File: src/rtl/fan_pwm_ctrl.sv
// Hysteretic four-level fan controller with kick-start,
// sample watchdog, over-temp flag and glitch-free PWM drive.
//
// Ports:
//   clk        system clock
//   rst        synchronous active-high reset
//   temp       12-bit temperature code (higher = hotter)
//   temp_valid one-cycle strobe qualifying temp
//   fan_pwm    registered PWM output
//   fan_state  current level 0=OFF 1=LOW 2=HIGH 3=FULL
//   over_temp  over-temperature flag with hysteresis
//   temp_stale watchdog tripped (no sample for STALE_CYCLES)
module fan_pwm_ctrl #(
  parameter int PRESCALE     = 300,
  parameter int T_ON         = 1200,
  parameter int T_HIGH       = 1400,
  parameter int T_FULL       = 1600,
  parameter int T_OVER       = 1800,
  parameter int HYST         = 40,
  parameter int KICK_PERIODS = 8,
  parameter int STALE_CYCLES = 76800000
) (
  input  logic        clk,
  input  logic        rst,
  input  logic [11:0] temp,
  input  logic        temp_valid,
  output logic        fan_pwm,
  output logic [1:0]  fan_state,
  output logic        over_temp,
  output logic        temp_stale
);

  typedef enum logic [1:0] {
    S_OFF  = 2'd0,
    S_LOW  = 2'd1,
    S_HIGH = 2'd2,
    S_FULL = 2'd3
  } state_e;

  localparam int PW =
    (PRESCALE > 1) ? $clog2(PRESCALE) : 1;
  localparam int KW =
    (KICK_PERIODS > 0) ? $clog2(KICK_PERIODS + 1) : 1;
  localparam int WW = $clog2(STALE_CYCLES + 1);

  localparam logic [PW-1:0] PRE_MAX =
    PW'(PRESCALE - 1);
  localparam logic [KW-1:0] KICK_LOAD =
    KW'(KICK_PERIODS);
  localparam logic [WW-1:0] STALE_MAX =
    WW'(STALE_CYCLES);

  // Entry thresholds, 13-bit unsigned.
  localparam logic [12:0] TH_ON   = 13'(T_ON);
  localparam logic [12:0] TH_HIGH = 13'(T_HIGH);
  localparam logic [12:0] TH_FULL = 13'(T_FULL);
  localparam logic [12:0] TH_OVER = 13'(T_OVER);

  // Exit thresholds, clamped at zero.
  localparam logic [12:0] EX_ON =
    (T_ON > HYST) ? 13'(T_ON - HYST) : 13'd0;
  localparam logic [12:0] EX_HIGH =
    (T_HIGH > HYST) ? 13'(T_HIGH - HYST) : 13'd0;
  localparam logic [12:0] EX_FULL =
    (T_FULL > HYST) ? 13'(T_FULL - HYST) : 13'd0;
  localparam logic [12:0] EX_OVER =
    (T_OVER > HYST) ? 13'(T_OVER - HYST) : 13'd0;

  localparam logic [7:0] DUTY_LOW  = 8'h80;
  localparam logic [7:0] DUTY_HIGH = 8'hC0;

  state_e         state_q, state_d;
  logic [KW-1:0]  kick_q, kick_d;
  logic [7:0]     duty_q, duty_d;
  logic           full_q, full_d;
  logic [PW-1:0]  presc_q, presc_d;
  logic [7:0]     pwm_cnt_q, pwm_cnt_d;
  logic           pwm_q, pwm_d;
  logic [WW-1:0]  wdog_q, wdog_d;
  logic           stale_q, stale_d;
  logic           over_q, over_d;

  logic [12:0]    temp13;
  state_e         target;
  state_e         eff;
  logic [12:0]    exit_thr;
  logic           presc_wrap;
  logic           boundary;
  logic           to_off;
  logic           leave_off;

  assign temp13 = {1'b0, temp};

  // Highest level the sample qualifies for.
  always_comb begin
    target = S_OFF;
    if (temp13 >= TH_FULL) begin
      target = S_FULL;
    end else if (temp13 >= TH_HIGH) begin
      target = S_HIGH;
    end else if (temp13 >= TH_ON) begin
      target = S_LOW;
    end
  end

  // Exit threshold of the current level; OFF
  // uses 0 so it can never step down.
  always_comb begin
    exit_thr = 13'd0;
    unique case (state_q)
      S_LOW:   exit_thr = EX_ON;
      S_HIGH:  exit_thr = EX_HIGH;
      S_FULL:  exit_thr = EX_FULL;
      default: exit_thr = 13'd0;
    endcase
  end

  // Level FSM next-state.
  always_comb begin
    state_d = state_q;
    if (temp_valid) begin
      if (2'(target) > 2'(state_q)) begin
        state_d = target;
      end else if (temp13 < exit_thr) begin
        state_d = state_e'(2'(state_q) - 2'd1);
      end
    end
  end

  assign to_off =
    (state_q != S_OFF) && (state_d == S_OFF);
  assign leave_off =
    (state_q == S_OFF) && (state_d != S_OFF);

  // Prescaler and PWM tick counter.
  assign presc_wrap = (presc_q == PRE_MAX);
  assign boundary =
    presc_wrap && (pwm_cnt_q == 8'hFF);

  always_comb begin
    presc_d   = presc_q + 1'b1;
    pwm_cnt_d = pwm_cnt_q;
    if (presc_wrap) begin
      presc_d   = '0;
      pwm_cnt_d = pwm_cnt_q + 8'd1;
    end
  end

  // Kick-start: a freshly started fan gets
  // full drive for a number of whole periods.
  always_comb begin
    kick_d = kick_q;
    if (boundary && (kick_q != '0)) begin
      kick_d = kick_q - 1'b1;
    end
    if (leave_off) begin
      kick_d = KICK_LOAD;
    end
    if (to_off) begin
      kick_d = '0;
    end
  end

  // Stale samples or kick override the level.
  always_comb begin
    eff = state_q;
    if (stale_q || (kick_q != '0)) begin
      eff = S_FULL;
    end
  end

  // Duty reloads only at a period boundary so
  // no runt pulses; dropping to OFF is immediate.
  always_comb begin
    duty_d = duty_q;
    full_d = full_q;
    if (to_off) begin
      duty_d = 8'h00;
      full_d = 1'b0;
    end else if (boundary) begin
      unique case (eff)
        S_LOW: begin
          duty_d = DUTY_LOW;
          full_d = 1'b0;
        end
        S_HIGH: begin
          duty_d = DUTY_HIGH;
          full_d = 1'b0;
        end
        S_FULL: begin
          duty_d = 8'hFF;
          full_d = 1'b1;
        end
        default: begin
          duty_d = 8'h00;
          full_d = 1'b0;
        end
      endcase
    end
  end

  always_comb begin
    pwm_d = full_q | (pwm_cnt_q < duty_q);
    if (to_off) begin
      pwm_d = 1'b0;
    end
  end

  // Over-temperature flag with hysteresis.
  always_comb begin
    over_d = over_q;
    if (temp_valid) begin
      if (temp13 >= TH_OVER) begin
        over_d = 1'b1;
      end else if (temp13 < EX_OVER) begin
        over_d = 1'b0;
      end
    end
  end

  // Watchdog saturates; a valid sample always
  // wins over expiry in the same cycle.
  always_comb begin
    wdog_d = wdog_q;
    if (temp_valid) begin
      wdog_d = '0;
    end else if (wdog_q != STALE_MAX) begin
      wdog_d = wdog_q + 1'b1;
    end
    stale_d = !temp_valid && (wdog_d == STALE_MAX);
  end

  always_ff @(posedge clk) begin
    if (rst) begin
      state_q   <= S_OFF;
      kick_q    <= '0;
      duty_q    <= 8'h00;
      full_q    <= 1'b0;
      presc_q   <= '0;
      pwm_cnt_q <= 8'h00;
      pwm_q     <= 1'b0;
      wdog_q    <= '0;
      stale_q   <= 1'b0;
      over_q    <= 1'b0;
    end else begin
      state_q   <= state_d;
      kick_q    <= kick_d;
      duty_q    <= duty_d;
      full_q    <= full_d;
      presc_q   <= presc_d;
      pwm_cnt_q <= pwm_cnt_d;
      pwm_q     <= pwm_d;
      wdog_q    <= wdog_d;
      stale_q   <= stale_d;
      over_q    <= over_d;
    end
  end

  assign fan_pwm    = pwm_q;
  assign fan_state  = state_q;
  assign over_temp  = over_q;
  assign temp_stale = stale_q;

endmodule

File: config.mk
export PLATFORM = sky130hd
export DESIGN_NAME = fan_pwm_ctrl
export DESIGN_NICKNAME = d
export VERILOG_FILES = /design/src/rtl/fan_pwm_ctrl.sv
export SDC_FILE = /design/constraint.sdc
export NUM_CORES = 1
export LEC_CHECK = 0
export CAP_MARGIN = 30
export CELL_PAD_IN_SITES_DETAIL_PLACEMENT = 0
export CELL_PAD_IN_SITES_GLOBAL_PLACEMENT = 2
export CORE_ASPECT_RATIO = 0.5
export CORE_MARGIN = 5
export CORE_UTILIZATION = 39
export DETAILED_ROUTE_END_ITERATION = 10
export PLACE_DENSITY_LB_ADDON = 0.1
export REMOVE_ABC_BUFFERS = 1
export SYNTH_ARGS = -nofsm -noshare
export SYNTH_HDL_FRONTEND = slang
export SYNTH_SLANG_ARGS = --single-unit
File: constraint.sdc
create_clock -name clk -period 5.21 [get_ports clk]
set_clock_uncertainty 0.15 [all_clocks]
set_input_delay 0.7815 -clock clk [delete_from_list [all_inputs] [get_ports clk]]
set_output_delay 0.7815 -clock clk [all_outputs]
set_load 0.02 [all_outputs]
==> reports/results.txt <==
status: complete, no violations
worst-margin pin slew: 0.567 ns
CTS Buf Count: 5
fin crit share: 71.2%
sequential-to-total area share from yosys stat: 32.8%
fillers: 866
Max-cap violations: 0
Non-Filler Instances: 538
top layer reached by signal wires: met4
hold slack: 0.315 ns
Clk Latency, worst-skew pair: 0.30 ns
Area growth syn-to-layout: 11.4%
fraction of layout instances using a drive strength above 1: 4.28%
Synth warnings: 0
post-synth top area share: 32.8%
setup ws final: 1.50 ns
nets: 460
DR iter-0 viols: 180
r2r worst-path depth: 9
WL/cell: 14.3 um
vias: 2,861
core area: 8620 um2
final core occ: 44.1%
Main synth FF type: dfxtp_1
CTS tree: built
CP Max Fanout: 8
WP data required: 5.25 ns
Rows: 24
most numerous cell in the Yosys netlist: nor2_1
total placed cells including tap cells: 530
drt first pass iters: 5
Antenna Nets Post-Route: 0
number of flops mapped to enable cells by yosys: 0
Final Cell Area: 3800 um2
GRT Resource Usage Total: 14.1%
FMAX: 269 MHz
Worst Hold Class: reg -> reg
Synth Register Bits: 56
Slew Limit Fails: 0
M1 wire length: 3.90 mm
slowest stage cell, crit path: clkdlybuf4s50_1
asr flop ratio synth: 0%
# clock sinks: 56
CP arrival: 3.75 ns
Starting Density: 39.6%
Worst setup SP type: primary input
first-pass GRT wire length: 12.6 mm
cts hold-fix bufs: 0
Syn Std Cell Area: 3410 um2
met3 WL: 219 um
post-CTS setup buffer count: 0
Cell Chain, Critical Path: clkdlybuf4s50_1, a41oi_1, o21ba_2, o21bai_1, ha_1, nor2b_1, a2bb2oi_1, a2111oi_0, a211oi_1, nor3_2, a2111oi_1
PortBufs: 16
critical path class: in -> reg
die width: 142 um
max_slew headroom: 61.9%
Yosys cell types: 56
post-layout min period: 3.71 ns
Final GP Congestion: 0.821
die height: 76.2 um
clk root buf: clkbuf_16
Hold Path Cell Cnt: 1
total power: 0.945 mW
average size of a mapped cell: 8.29 um2
Max Root-Sink Buffers: 2
die area: 10,800 um2
I/O pin total: 20
unrepaired setup endpoints after global routing: false
CTS-repair resized insts: 0
largest net degree at the start of global routing: 25
maximum vdd drop: 0.139 mV
clock slew at reported path FFs: 0.07 ns
placed cell area: 3660 um2
antenna violations before repair: 0
CTS HTree Levels: 2
final hold vios: 0
Synth Instances: 412
Leak: 1.37 nW
area leader, netlist: dfxtp_1
total gr overflow: 0
Area contributors post-synth: dfxtp_1, ha_1, nor2_1
ant diodes: 0
max incr delay on CP: 0.49 ns
HPWL Detailed: 5.72 mm
power per cell area: 249 nW/um2
R2R setup slack: 1.99 ns
DR DRC count: 0
met2 WL: 3.50 mm
crit path capture type: register
most frequent cells after synthesis: nor2_1, dfxtp_1, ha_1
Post-Route WL: 7.71 mm
vias in the first global route: 2,703
vias per inst: 5.32
setup violators final: 0
Setup WS pre-CTS: 1.18 ns
setup_tns: 0 ns
==> power by group <==
group,switching [mW],internal (mW)
logic,0.0885,0.0666
registers,0.0156,0.438
clock network,0.159,0.178
==> placed cells by master (no fill, tap or decap), types with 4 or more instances in the layout <==
cell             synthesis  layout
a21oi_1                 12      12
o21ai_0                  9       9
dfxtp_1                 56      56
xor2_1                  24      24
xnor2_1                 16      16
nand3_1                 19      19
nand2b_1                 4       4
clkbuf_16                0       5
nor2b_1                  5       5
nand4_1                 14      14
ha_1                    25      25
clkdlybuf4s50_1          0      16
and4_1                   4       4
nor3_1                   9       9
nand2_1                 24      24
and3_1                  11      11
and2_1                   7       7
nor2_1                  59      59
a211oi_1                 7       7
a21o_1                   5       5
o21a_1                   4       4
nor4_1                   8       8
inv_1                   23      23
==> routing by layer <==
layer	GRT usage, %	vias to the layer above
met5	0	-
met4	3.61	0
met3	3.39	10
met2	22.7	32
met1	19.1	1341
li1	-	1478
==> path summary, 6_finish.rpt <==
path                                               from                endpoint
worst max-delay path                            temp[5]     full_q$_SDFFE_PP0P_
worst min-delay path              presc_q[0]$_SDFF_PP0_   presc_q[0]$_SDFF_PP0_
worst max register to register  fan_state[0]$_SDFF_PP0_  kick_q[0]$_SDFFE_PP0P_
worst min register to register    presc_q[0]$_SDFF_PP0_   presc_q[0]$_SDFF_PP0_
==> registers in the layout, indices dropped and copies added, names as in the netlist <==
register,cells
duty_q,2
pwm_cnt_q,8
wdog_q,27
over_temp,1
kick_q,4
fan_pwm,1
presc_q,9
fan_state,2
temp_stale,1
full_q,1
==> cell families (layout without fill, tap and decap cells) <==
logic type      Yosys count  in the layout  synth area share, %
compound gates           67             67                 14.3
xor+xnor                 40             40                 10.3
fa+ha+maj                25             25                 9.16
buf+inv                  39             48                 4.54
flops                    56             56                 32.8
mux                       5              5                 1.54
simple gates            180            180                 27.3
==> critical path: cells and delay by family <==
family          cells  cell delay, ns
buf+inv             1            0.49
simple gates        2            0.31
fa+ha+maj           1            0.29
compound gates      7            1.89
==> final cells by class <==
class,instances,area (um2),area share [%]
clock buffer,5,125,3.29
clock inverter,3,18.8,0.493
inverter,23,86.3,2.27
multi-input combinational,317,2140,56.2
sequential,56,1120,29.5
tap,117,146,3.85
timing repair buffer,17,168,4.41
(Power assumes the default switching activity.)
